==> src/rtl/soda_change_dispenser.sv <==
// -----------------------------------------------------------------------------
// soda_change_dispenser
//
// Pays out change owed after a vend, one coin at a time, using greedy
// quarter/dime/nickel selection and a req/ack handshake with the coin ejector.
// Reports the number of coins ejected, a completion pulse and any remainder
// smaller than the smallest coin.
//
// Optional feature (macro COIN_TIMEOUT_EN):
//   When defined, a watchdog counts EJECT cycles without coin_ack. On reaching
//   TIMEOUT the request is withdrawn, fault is raised and the block parks in
//   FAULT until reset. When undefined, EJECT waits indefinitely and fault is 0.
//
// Ports:
//   clk       in   system clock, rising edge
//   rst       in   asynchronous active-low reset
//   start     in   one-cycle payout request, sampled only in IDLE
//   amount    in   change owed (cents), captured on accepted start
//   coin_ack  in   ejector acknowledges the current coin
//   coin_req  out  coin ejection request, held until coin_ack
//   coin_val  out  value of requested coin, stable while coin_req=1
//   busy      out  high from accepted start until the done pulse
//   done      out  one-cycle completion pulse
//   count     out  coins ejected in current/last payout, saturates at 31
//   residue   out  unpaid remainder latched at done
//   fault     out  ack timeout flag
// -----------------------------------------------------------------------------
module soda_change_dispenser #(
  parameter int WIDTH   = 8,
  parameter int QUARTER = 25,
  parameter int DIME    = 10,
  parameter int NICKEL  = 5,
  parameter int TIMEOUT = 255
) (
  input  logic             clk,
  input  logic             rst,
  input  logic             start,
  input  logic [WIDTH-1:0] amount,
  input  logic             coin_ack,
  output logic             coin_req,
  output logic [WIDTH-1:0] coin_val,
  output logic             busy,
  output logic             done,
  output logic [4:0]       count,
  output logic [WIDTH-1:0] residue,
  output logic             fault
);

  typedef enum logic [2:0] {
    ST_IDLE   = 3'd0,
    ST_SELECT = 3'd1,
    ST_EJECT  = 3'd2,
    ST_DONE   = 3'd3,
    ST_FAULT  = 3'd4
  } state_t;

  localparam logic [WIDTH-1:0] QUARTER_V = WIDTH'(QUARTER);
  localparam logic [WIDTH-1:0] DIME_V    = WIDTH'(DIME);
  localparam logic [WIDTH-1:0] NICKEL_V  = WIDTH'(NICKEL);

  state_t           state_q,    state_d;
  logic [WIDTH-1:0] rem_q,      rem_d;
  logic [WIDTH-1:0] coin_val_q, coin_val_d;
  logic             coin_req_q, coin_req_d;
  logic             busy_q,     busy_d;
  logic             done_q,     done_d;
  logic [4:0]       count_q,    count_d;
  logic [WIDTH-1:0] residue_q,  residue_d;

`ifdef COIN_TIMEOUT_EN
  // Watchdog is at least 8 bits wide, wider if TIMEOUT needs it.
  localparam int WD_W = ($clog2(TIMEOUT + 1) > 8) ? $clog2(TIMEOUT + 1) : 8;
  localparam logic [WD_W-1:0] WD_LAST = WD_W'(TIMEOUT - 1);

  logic [WD_W-1:0] wdog_q, wdog_d;
  logic            fault_q, fault_d;
`else
  // TIMEOUT only matters when the watchdog is compiled in.
  localparam int unused_timeout = TIMEOUT;
`endif

  // Next-state and next-output computation for the payout FSM.
  always_comb begin
    state_d    = state_q;
    rem_d      = rem_q;
    coin_val_d = coin_val_q;
    coin_req_d = coin_req_q;
    busy_d     = busy_q;
    done_d     = 1'b0;
    count_d    = count_q;
    residue_d  = residue_q;
`ifdef COIN_TIMEOUT_EN
    wdog_d     = wdog_q;
    fault_d    = fault_q;
`endif

    case (state_q)
      ST_IDLE: begin
        if (start) begin
          rem_d   = amount;
          count_d = 5'd0;
          busy_d  = 1'b1;
          state_d = ST_SELECT;
        end else begin
          state_d = ST_IDLE;
        end
      end

      ST_SELECT: begin
`ifdef COIN_TIMEOUT_EN
        wdog_d = '0;
`endif
        if (rem_q >= QUARTER_V) begin
          coin_val_d = QUARTER_V;
          coin_req_d = 1'b1;
          state_d    = ST_EJECT;
        end else if (rem_q >= DIME_V) begin
          coin_val_d = DIME_V;
          coin_req_d = 1'b1;
          state_d    = ST_EJECT;
        end else if (rem_q >= NICKEL_V) begin
          coin_val_d = NICKEL_V;
          coin_req_d = 1'b1;
          state_d    = ST_EJECT;
        end else begin
          // Nothing payable left: whatever remains is the residue.
          done_d    = 1'b1;
          residue_d = rem_q;
          busy_d    = 1'b0;
          state_d   = ST_DONE;
        end
      end

      ST_EJECT: begin
        if (coin_ack) begin
          // coin_val never exceeds rem here, so no underflow.
          rem_d      = rem_q - coin_val_q;
          count_d    = (count_q == 5'd31) ? count_q : (count_q + 5'd1);
          coin_req_d = 1'b0;
          state_d    = ST_SELECT;
        end else begin
`ifdef COIN_TIMEOUT_EN
          if (wdog_q == WD_LAST) begin
            coin_req_d = 1'b0;
            fault_d    = 1'b1;
            busy_d     = 1'b0;
            state_d    = ST_FAULT;
          end else begin
            wdog_d  = wdog_q + {{(WD_W-1){1'b0}}, 1'b1};
            state_d = ST_EJECT;
          end
`else
          state_d = ST_EJECT;
`endif
        end
      end

      ST_DONE: begin
        state_d = ST_IDLE;
      end

      ST_FAULT: begin
`ifdef COIN_TIMEOUT_EN
        // Parked until reset; start is ignored.
        state_d = ST_FAULT;
`else
        // Unreachable without the watchdog; recover to a quiet IDLE.
        coin_req_d = 1'b0;
        busy_d     = 1'b0;
        state_d    = ST_IDLE;
`endif
      end

      default: begin
        coin_req_d = 1'b0;
        busy_d     = 1'b0;
        state_d    = ST_IDLE;
      end
    endcase
  end

  // State and registered-output flops with asynchronous active-low reset.
  always_ff @(posedge clk or negedge rst) begin
    if (!rst) begin
      state_q    <= ST_IDLE;
      rem_q      <= '0;
      coin_val_q <= '0;
      coin_req_q <= 1'b0;
      busy_q     <= 1'b0;
      done_q     <= 1'b0;
      count_q    <= 5'd0;
      residue_q  <= '0;
`ifdef COIN_TIMEOUT_EN
      wdog_q     <= '0;
      fault_q    <= 1'b0;
`endif
    end else begin
      state_q    <= state_d;
      rem_q      <= rem_d;
      coin_val_q <= coin_val_d;
      coin_req_q <= coin_req_d;
      busy_q     <= busy_d;
      done_q     <= done_d;
      count_q    <= count_d;
      residue_q  <= residue_d;
`ifdef COIN_TIMEOUT_EN
      wdog_q     <= wdog_d;
      fault_q    <= fault_d;
`endif
    end
  end

  assign coin_req = coin_req_q;
  assign coin_val = coin_val_q;
  assign busy     = busy_q;
  assign done     = done_q;
  assign count    = count_q;
  assign residue  = residue_q;
`ifdef COIN_TIMEOUT_EN
  assign fault    = fault_q;
`else
  assign fault    = 1'b0;
`endif

endmodule

==> config.mk <==
export PLATFORM = sky130hd
export DESIGN_NAME = soda_change_dispenser
export DESIGN_NICKNAME = d
export VERILOG_FILES = /design/src/rtl/soda_change_dispenser.sv
export SDC_FILE = /design/constraint.sdc
export NUM_CORES = 1
export LEC_CHECK = 0
export ABC_AREA = 1
export CAP_MARGIN = 20
export CORE_MARGIN = 1.5
export CORE_UTILIZATION = 40
export CTS_BUF_LIST = sky130_fd_sc_hd__clkbuf_8
export DETAILED_ROUTE_END_ITERATION = 6
export PLACE_DENSITY_LB_ADDON = 0.15
export SYNTH_ARGS = -nofsm -noshare
export SYNTH_HDL_FRONTEND = slang
export SYNTH_SLANG_ARGS = --single-unit
==> constraint.sdc <==
create_clock -name clk -period 1.53 [get_ports clk]
set_input_delay 0.3825 -clock clk [delete_from_list [all_inputs] [get_ports clk]]
set_output_delay 0.3825 -clock clk [all_outputs]
set_load 0.02 [all_outputs]
# Yosys cells after proc, flatten, opt, wreduce, memory -nomap -nowiden
# Index checks and enable logic that the tools add are counted.
totals:
  ram_bits: 0
  rom_bits: 0
  memories: 0
  in_bits: 12
  out_inout_bits: 25
  latch_bits: 0
  register_bits: 35
op_classes:
  n_addsub: 2
  multipliers: 0
  n_shift: 0
  n_reduce_logical: 11
  mux: 30
  n_eq_ne: 11
  n_lt_le_gt_ge: 3
  n_div: 0
  bitwise: 5
op_table:
  columns: ["cell", "n"]
  rows:
  - ["$mux 8", 5]
  - ["$mux 1", 16]
  - ["$pmux 8 s2", 1]
  - ["$mux 5", 3]
  - ["$ne 2x2->1 const B", 6]
  - ["$pmux 5 s2", 1]
  - ["$pmux 3 s3", 1]
  - ["$ge 8x3->1 const B", 1]
  - ["$ge 8x4->1 const B", 1]
  - ["$ge 8x5->1 const B", 1]
  - ["$reduce_and 4->1", 2]
  - ["$sub 8x8->8", 1]
  - ["$eq 3x2->1 const B", 2]
  - ["$pmux 1 s3", 2]
  - ["$reduce_and 3->1", 2]
  - ["$add 5x1->5 const B", 1]
  - ["$eq 5x5->1 const B", 1]
  - ["$not 1->1", 5]
  - ["$reduce_and 5->1", 1]
  - ["$ne 4x4->1 const B", 1]
  - ["$reduce_or 2->1", 2]
  - ["$eq 3x1->1 const B", 1]
  - ["$logic_not 3->1", 1]
  - ["$reduce_bool 3->1", 1]
  - ["other kinds (3)", 3]

# Longest topological paths before layout
# Gate-level depths: netlist (run 1).
logic_depth:
  word_depth: 5
  ltp_mapped: 11
  depth_no_buf: 11

# Worst setup path after synthesis (run 1)
# Ideal clock, no wire load.
synth_timing:
  path_type: "flip-flop to flip-flop"
  startpoint: "register coin_val_q[0], in the netlist coin_val[0]"
  endpoint: "register rem_q[6]"
  path_stages_with_launch: 8
  n_path_buf: 0
  setup_slack_ns: -0.103
  arrival_ns: 1.516
  setup_ns: 0.116
  required_time_ns: 1.414
  cell_sequence: "dfrtp_1 ha_1 fa_1 nand3b_1 nand4_1 nand3_1 nand2_1 nand2_1"
synth_via:
  elab_chain_len: 3
synth_lines:
  columns: ["item", "line_no", "source"]
  rows:
  - ["from (decl)", "63", "logic [WIDTH-1:0] coin_val_q, coin_val_d;"]
  - ["from (signal assigned)", "200", "coin_val_q <= coin_val_d;"]
  - ["$sub 8x8->8", "137", "rem_d = rem_q - coin_val_q;"]
  - ["$mux 8", "135", "if (coin_ack) begin"]
  - ["$pmux 8 s2", "97", "case (state_q)"]
  - ["to (signal assigned)", "199", "rem_q <= rem_d;"]
  - ["to (decl)", "62", "logic [WIDTH-1:0] rem_q, rem_d;"]
# No other way between the ends. The select of a mux whose other input is x is not followed.
# A chain may end at the register's enable or synchronous reset.

# Worst setup path in the final report (run 1)
# Same ends and word-level chain as after synthesis.

==> results of run 1 <==
-- layout make-up --
type                            instances  area (sq um)
Inverter                               32           125
Clock buffer                            6          82.6
Tap cell                               52          65.1
Timing Repair Buffer                   48           439
Fill cell                             432          1860
Multi-Input combinational cell        155           906
Sequential cell                        31           779
Clock inverter                          2          35.0
-- cells by family after synthesis --
logic type / after synthesis / synth area share, %
flip-flops: 31 / 43.8
buffers and inverters: 38 / 9.25
AND/OR/NAND/NOR: 105 / 27.1
adder cells (fa/ha/maj): 12 / 8.90
other: 1 / 0.212
AO/OA/AOI/OAI: 32 / 9.75
XOR/XNOR: 2 / 0.989
-- timing repair --
action,4_1_cts,5_1_grt
buffers inserted,1,1
hold buffers,0,0
pin swaps,5,6
endpoints found under the setup margin,25,13
hold endpoints to repair,0,0
resized for setup,28,10
-- worst max path at each step --
stage | endpoint | from | depth (start not counted)
finish | rem_q[6] | coin_val[0] | 7
global route | rem_q[6] | coin_val[0] | 7
CTS | rem_q[6] | coin_val[0] | 7
detailed placement | rem_q[1] | start | 8
global placement | count[2] | coin_ack | 8
floorplan | rem_q[7] | coin_val[4] | 9
-- sequential cells by signal, indices dropped and copies added (netlist names) --
signal / count
rem_q: 8
residue: 8
coin_val: 5
count: 5
state_q: 2
busy: 1
coin_req: 1
done: 1
-- power by group through the flow --
stage          logic [mW]  clock network, mW  registers [mW]
4_1_cts              2.87              0.863            1.35
5_1_grt              3.34              0.897            1.39
3_5_place_dp         2.84                  0            1.35
2_1_floorplan        1.71                  0            1.50
3_3_place_gp         2.80                  0            1.35
6_report             2.95              0.844            1.35
-- per-layer routing --
layer	share of wire, %	GRT usage, %
met4	1.6	5.88
met2	44	26.4
met3	5.1	4.80
met5	0	0
met1	49	22.4
-- through the flow --
stage                     setup slack (ps)  util (%)
after floorplan                       2.39         -
after global placement               -34.4      52.9
after detailed placement             -61.5      52.9
after CTS                            -39.9      55.9
after global routing                 -95.7      56.6
final                                 1.19      56.6
-- synthesized netlist by cell type (all sizes together) --
master  count
o21ai      18
a31oi       1
inv        32
nand3b      1
fa          1
o211ai      3
nand4       3
nand3      14
a21oi       8
xor2        2
nor3        1
and2        1
o22ai       1
nand2      61
o21a        1
conb        1
ha         11
nor2       24
clkbuf      1
buf         5
dfrtp      31
==> flow_summary_export.csv, run 1 <==
group,metric,value,unit
power_and_ir_drop,switchingPower,2.23,mW
layout,synthToLayoutAreaGrowth,37.3,%
critical_path,start_kind,"register",
timing,fmax,654,MHz
layout,finalInstanceArea,2430,sq um
global_routing,grt_pass1_wl,6370,microns
die,die_h,69.6,microns
placement,dp_hpwl,2790,microns
status,outcome,"finished clean",
global_routing,overflow,0,
timing,period_needed,1530,ps
power_and_ir_drop,total_power,5.15,mW
critical_path,r2r-start,"coin_val[0]",
timing,slew_violations,0,
critical_path,worstPathRequired,1710,ps
layout,layout_common_cells,"53 x nand2_1, 28 x dfrtp_1, 26 x inv_1, 21 x nor2_1, 20 x dlygate4sd2_1",
clock_network,h-tree-depth,2,
placement,place.gp.congestion,0.770,
synthesis,syn_inst,221,
synthesis,yosys.area.top_type_share,43.8,%
synthesis,synth.distinct_cells,28,
layout,drive_gt1_share,19.3,%
power_and_ir_drop,clkPwrFrac,16.4,%
power_and_ir_drop,p_int,2.92,mW
die,die-area,4840,sq um
global_routing,grt_max_degree,32,
layout,num_antenna_cells,0,
placement,place_area,2270,sq um
placement,portBuffers,32,
synthesis,netlist.top_cell.by_area,"dfrtp_1",
power_and_ir_drop,seqPwrFrac,26.3,%
global_routing,antenna_found_initial,0,
timing,rsz0062_at_grt,"true",
critical_path,rr_worst_depth,7,
critical_path,max_stage_delay,420,ps
critical_path,crit_type,"register to register",
die,initial_core_util,41.3,%
worst_hold_path,hp-class,"input pin to asynchronous set/reset pin",
global_routing,grtUsageTotal,16.8,%
synthesis,ys_ff_latch,31,
die,pin_count,37,
critical_path,rrSetupSlack,1,ps
timing,fin_hold_ws,463,ps
placement,placed_cells,316,
critical_path,crit_fanout,3,
clock_network,path_clk_slew,70,ps
clock_network,clock_path_buffers,2,
timing,setup_viol,0,
critical_path,critPathBufInv,0,
critical_path,crit_path_end_kind,"register",
timing,finalCritPeriodShare,99.9,%
synthesis,netlist_top_cells_area,"dfrtp_1 44%, nand2_1 12%, ha_1 7.8%",
global_routing,grt_pass1_vias,1401,
run,cap_violations,0,
critical_path,path_cells,"ha_4 > fa_2 > nand3b_1 > nand4_1 > nand3_1 > nand2_1 > nand2_1",
power_and_ir_drop,comb_power_share,57.3,%
critical_path,slowest_stage,"dfrtp_2",
critical_path,path_delay_family,"adder cells",
die,rows,24,
power_and_ir_drop,peakVddDrop,0.000935,V
clock_network,tritoncts,"built",
synthesis,synth_warnings,0,
clock_network,clkSinkCount,31,
routing,firstDrtPassIters,4,
power_and_ir_drop,p_per_area,2120,nW/um^2
clock_network,clkLatencyLatePin,280,ps
critical_path,cp.arrival,1710,ps
power_and_ir_drop,p_sw_share,43.3,%
synthesis,postSynthAreaPerCell,8.02,sq um
routing,drc,0,
timing,hold_viol_final,0,
timing,fin_setup_tns,0,ps
synthesis,synth_area,1770,sq um
power_and_ir_drop,p_leak,1.26,nW
die,die_x,69.6,microns
routing,viasPerCell,4.61,
routing,routed_wl,3790,microns
clock_network,cts_buffers,5,
routing,ant_nets,0,
synthesis,synth_seq_area_share,43.8,%
die,core,4290,sq um
layout,final_cells,326,
routing,drtIter0Drc,53,
routing,vias,1502,
layout,final_nets,297,
critical_path,r2r-end,"rem_q[6]",
critical_path,cpMostUsedCell,"nand2_1",
clock_network,cts_root_buffer,"clkbuf_8",
layout,final_common_cell,"nand2_1",
timing,worst_clock_skew,3.01,ps
routing,routedWlPerCell,11.6,microns
(Power assumes the default switching activity.)
==> run 2, diff against run 1 <==
--- a/config.mk
+++ b/config.mk
@@ -7,7 +7,6 @@
 export LEC_CHECK = 0
 export ABC_AREA = 1
 export CAP_MARGIN = 20
-export CORE_MARGIN = 1.5
 export CORE_UTILIZATION = 40
 export CTS_BUF_LIST = sky130_fd_sc_hd__clkbuf_8
 export DETAILED_ROUTE_END_ITERATION = 6
==> constraint.sdc (replaced) <==
create_clock -name clk -period 1.53 [get_ports clk]
set_input_delay 0.3825 -clock clk [delete_from_list [all_inputs] [get_ports clk]]
set_output_delay 0.3825 -clock clk [all_outputs]
set_load 0.05 [all_outputs]
==> flow_summary_export.csv, run 2 (same netlist as run 1, synthesis figures left out) <==
group,metric,value,unit
status,outcome,"finished, violations left",
status,violations,"negative setup slack",
timing,setup_slack,-36.7,ps
global_routing,overflow,0,
timing,slew_violations,0,
critical_path,r2r-end,"rem_q[4]",
critical_path,slowest_stage,"dfrtp_1",
critical_path,path_delay_family,"adder cells",
layout,synthToLayoutAreaGrowth,52.3,%
power_and_ir_drop,p_per_area,2210,nW/um^2
clock_network,h-tree-depth,2,
placement,portBuffers,32,
timing,setup_viol,1,
routing,vias,1550,
die,die_h,68.6,microns
critical_path,start_kind,"register",
layout,final_common_cell,"nand2_1",
layout,num_antenna_cells,0,
global_routing,grt_pass1_wl,6880,microns
timing,fin_hold_ws,473,ps
critical_path,critPathBufInv,1,
clock_network,clkLatencyLatePin,280,ps
clock_network,cts_root_buffer,"clkbuf_8",
timing,hold_viol_final,0,
worst_hold_path,hp-class,"input pin to asynchronous set/reset pin",
clock_network,clkSinkCount,31,
die,initial_core_util,43.1,%
routing,routedWlPerCell,12.1,microns
layout,drive_gt1_share,30.0,%
critical_path,r2r-start,"rem_q[0]",
critical_path,crit_fanout,3,
critical_path,rrSetupSlack,-40,ps
die,die_x,68.6,microns
placement,dp_hpwl,2960,microns
routing,ant_nets,0,
die,pin_count,37,
critical_path,worstPathRequired,1680,ps
routing,drc,0,
global_routing,grtUsageTotal,20.2,%
die,die-area,4700,sq um
timing,fin_setup_tns,-36.7,ps
global_routing,grt_max_degree,32,
timing,period_needed,1570,ps
critical_path,crit_type,"register to register",
critical_path,cp.arrival,1720,ps
layout,final_nets,300,
layout,layout_common_cells,"53 x nand2_1, 24 x inv_1, 24 x dfrtp_1, 23 x buf_12, 21 x nor2_1",
power_and_ir_drop,peakVddDrop,0.00169,V
layout,fillers,335,
critical_path,path_cells,"inv_2 > ha_4 > fa_2 > nor2_2 > o21ai_1 > a21oi_1 > o22ai_1",
routing,drtIter0Drc,92,
timing,fmax,638,MHz
routing,routed_wl,3950,microns
power_and_ir_drop,total_power,5.97,mW
timing,rsz0062_at_grt,"true",
critical_path,max_stage_delay,380,ps
run,cap_violations,0,
layout,finalInstanceArea,2700,sq um
placement,post-place-ws,-114,ps
critical_path,rr_worst_depth,7,
global_routing,grt_pass1_vias,1426,
die,core,4120,sq um
routing,firstDrtPassIters,4,
placement,place_area,2530,sq um
placement,place.gp.congestion,0.791,
global_routing,antenna_found_initial,0,
routing,viasPerCell,4.74,
timing,finalCritPeriodShare,102,%
power_and_ir_drop,p_leak,1.29,nW
clock_network,tritoncts,"built",
timing,worst_clock_skew,8.27,ps
critical_path,crit_path_end_kind,"register",
die,rows,23,
clock_network,cts_buffers,5,
clock_network,path_clk_slew,70,ps
clock_network,clock_path_buffers,2,
clock_network,postCtsHoldBufs,0,
run 2: cell count changes in the layout (fill, tap and decap cells not counted), moves of 3 or more:
cell	previous run	this run
dlygate4sd2_1	20	0
buf_4	13	16
dfrtp_2	3	7
buf_12	2	23
dfrtp_1	28	24
inv_2	5	8
run 2: metal layers:
metal  up-vias  share of wire (%)  track usage [%]
met5         -                  0                0
met4         0               0.96             7.03
met3         2                3.8             4.61
met2        33                 45             30.9
met1       711                 50             28.0
li1        804                  -                -
run 2: timing repair:
item,4_1_cts,5_1_grt
pin swaps,0,8
gates cloned,0,0
buffers inserted,0,3
endpoints found under the setup margin,2,13
resized for setup,2,15
run 2: how the worst max path moves through the flow:
stage | from | endpoint | slack (ps) | cells after the start
after detailed placement | coin_ack | rem_q[0] | -110 | 8
final | rem_q[0] | rem_q[4] | -40 | 7
after global routing | rem_q[0] | rem_q[6] | -130 | 8
after floorplan | coin_val[0] | rem_q[6] | -60 | 7
after global placement | coin_ack | count[2] | -50 | 9
after CTS | rem_q[0] | rem_q[6] | -20 | 8
run 2: where the power goes:
| part | internal (mW) | leakage [nW] | switching, mW | total (mW) |
|---|---|---|---|---|
| Sequential | 1.11 | 0.391 | 0.308 | 1.42 |
| Combinational | 1.77 | 0.849 | 2.12 | 3.89 |
| Clock | 0.356 | 0.0524 | 0.303 | 0.659 |
| Total | 3.24 | 1.29 | 2.73 | 5.97 |
run 2: metrics by stage:
stage / cells / util (%)
after CTS: 324 / 63.9
after floorplan: 224 / -
after global routing: 327 / 65.6
after detailed placement: 316 / 61.6
after global placement: 316 / 61.6
final: 327 / 65.6
run 2: final cells by class:
| cell class | count | area [sq um] | share of cell area, % |
|---|---|---|---|
| Inverter | 32 | 125 | 4.64 |
| Clock inverter | 2 | 8.76 | 0.325 |
| Tap cell | 50 | 62.6 | 2.32 |
| Sequential cell | 31 | 785 | 29.1 |
| Multi-Input combinational cell | 155 | 933 | 34.6 |
| Timing Repair Buffer | 51 | 702 | 26.0 |
| Clock buffer | 6 | 82.6 | 3.06 |
==> run 3, diff against run 2 <==
--- a/config.mk
+++ b/config.mk
@@ -11,6 +11,7 @@
 export CTS_BUF_LIST = sky130_fd_sc_hd__clkbuf_8
 export DETAILED_ROUTE_END_ITERATION = 6
 export PLACE_DENSITY_LB_ADDON = 0.15
+export REMOVE_ABC_BUFFERS = 1
 export SYNTH_ARGS = -nofsm -noshare
 export SYNTH_HDL_FRONTEND = slang
 export SYNTH_SLANG_ARGS = --single-unit
==> flow_summary_export.csv, run 3 (same netlist as run 1, synthesis figures left out) <==
group,metric,value,unit
timing,period_needed,1510,ps
critical_path,path_depth,6,
critical_path,rr_worst_depth,6,
die,pin_count,37,
critical_path,crit_path_end_kind,"register",
status,outcome,"finished clean",
placement,dp_hpwl,2840,microns
timing,worst_clock_skew,8.10,ps
timing,finalCritPeriodShare,98.5,%
clock_network,clkLatencyLatePin,280,ps
global_routing,grt_pass1_wl,6360,microns
critical_path,r2r-start,"coin_val[0]",
routing,drc,0,
clock_network,clkSinkCount,31,
critical_path,path_cells,"ha_4 > fa_2 > nor2_1 > o21ai_0 > a21oi_1 > o22ai_1",
clock_network,clock_path_buffers,2,
critical_path,start_kind,"register",
critical_path,max_stage_delay,400,ps
timing,hold_viol_final,0,
placement,place_area,2490,sq um
clock_network,cts_root_buffer,"clkbuf_8",
die,initial_core_util,43.1,%
timing,fin_hold_ws,460,ps
routing,routedWlPerCell,12.2,microns
layout,synthToLayoutAreaGrowth,52.2,%
routing,routed_wl,3990,microns
routing,ant_nets,0,
critical_path,worstPathRequired,1700,ps
global_routing,grt_pass1_vias,1349,
critical_path,path_delay_family,"adder cells",
die,rows,23,
timing,slew_violations,0,
global_routing,overflow,0,
critical_path,crit_fanout,3,
clock_network,tritoncts,"built",
power_and_ir_drop,p_per_area,2230,nW/um^2
placement,place.gp.congestion,0.815,
critical_path,slowest_stage,"dfrtp_1",
layout,finalInstanceArea,2700,sq um
layout,final_nets,301,
run,cap_violations,0,
critical_path,critPathBufInv,0,
clock_network,cts_buffers,5,
critical_path,crit_type,"register to register",
power_and_ir_drop,peakVddDrop,0.00111,V
routing,drtIter0Drc,107,
routing,viasPerCell,4.88,
clock_network,path_clk_slew,70,ps
global_routing,grt_max_degree,32,
global_routing,antenna_found_initial,0,
layout,drive_gt1_share,27.0,%
critical_path,r2r-end,"rem_q[4]",
layout,num_antenna_cells,0,
layout,layout_common_cells,"54 x nand2_1, 31 x dfrtp_1, 25 x inv_1, 23 x buf_12, 22 x nor2_1",
clock_network,h-tree-depth,2,
routing,firstDrtPassIters,4,
die,core,4120,sq um
die,die_x,68.6,microns
critical_path,cp.arrival,1680,ps
placement,placed_cells,317,
power_and_ir_drop,p_leak,1.31,nW
layout,final_common_cell,"nand2_1",
layout,final_cells,328,
die,die_h,68.6,microns
worst_hold_path,hp-class,"input pin to asynchronous set/reset pin",
die,die-area,4700,sq um
timing,rsz0062_at_grt,"true",
timing,fmax,663,MHz
placement,portBuffers,32,
routing,vias,1602,
timing,setup_viol,0,
global_routing,grtUsageTotal,18.9,%
critical_path,rrSetupSlack,20,ps
## run 3: cell types whose count changed in the layout (fill, tap and decap cells not counted), moves of 3 or more
cell / previous run / this run
dfrtp_1: 24 / 31
dfrtp_2: 7 / 0
o21ai_0: 9 / 12
o21ai_1: 9 / 6
## run 3: worst max path at each step
stage,from,to,slack [ps]
6_report,coin_val[0],rem_q[4],20
5_1_grt,rem_q[0],rem_q[6],-70
4_1_cts,coin_val[0],rem_q[6],0.4
3_5_place_dp,coin_val[0],rem_q[6],-60
3_3_place_gp,coin_ack,count[2],-50
2_1_floorplan,coin_val[4],rem_q[7],-290
## run 3: power breakdown
group,switching [mW],internal [mW],total [mW]
clock network,0.296,0.403,0.700
logic,2.13,1.79,3.92
registers,0.295,1.10,1.39
## run 3: what timing repair did
item / in CTS / in global routing
gates resized for setup: 2 / 18
hold buffers: 0 / 0
buffers inserted: 0 / 3
pin swaps: 0 / 6
setup endpoints to repair: 4 / 12
## run 3: final cells by class
| type | count | area (sq um) |
|---|---|---|
| clock buffer | 7 | 96.3 |
| clock inverter | 1 | 3.75 |
| fill | 327 | 1420 |
| inverter | 32 | 125 |
| multi-input combinational | 155 | 923 |
| sequential | 31 | 776 |
| tap | 50 | 62.6 |
| timing repair buffer | 52 | 709 |
## run 3: routing by layer
layer / vias up / wire length [microns] / GRT usage, %
met1: 742 / 1980 / 27.3
met5: - / 0 / 0
met4: 0 / 69 / 8.59
met2: 40 / 1790 / 27.0
li1: 814 / - / -
met3: 6 / 161 / 3.95
## run 3: per-stage QoR
step / utilization, % / TNS, ps / worst slack [ps] / total power [mW]
final: 65.5 / 0 / 22.8 / 6.01
after global routing: 65.5 / -135 / -71.2 / 6.47
after CTS: 63.1 / 0 / 0.387 / 5.69
after detailed placement: 60.5 / -439 / -61.4 / 4.94
after global placement: 60.5 / -295 / -50.0 / 4.91
after floorplan: - / -2940 / -286 / 3.48
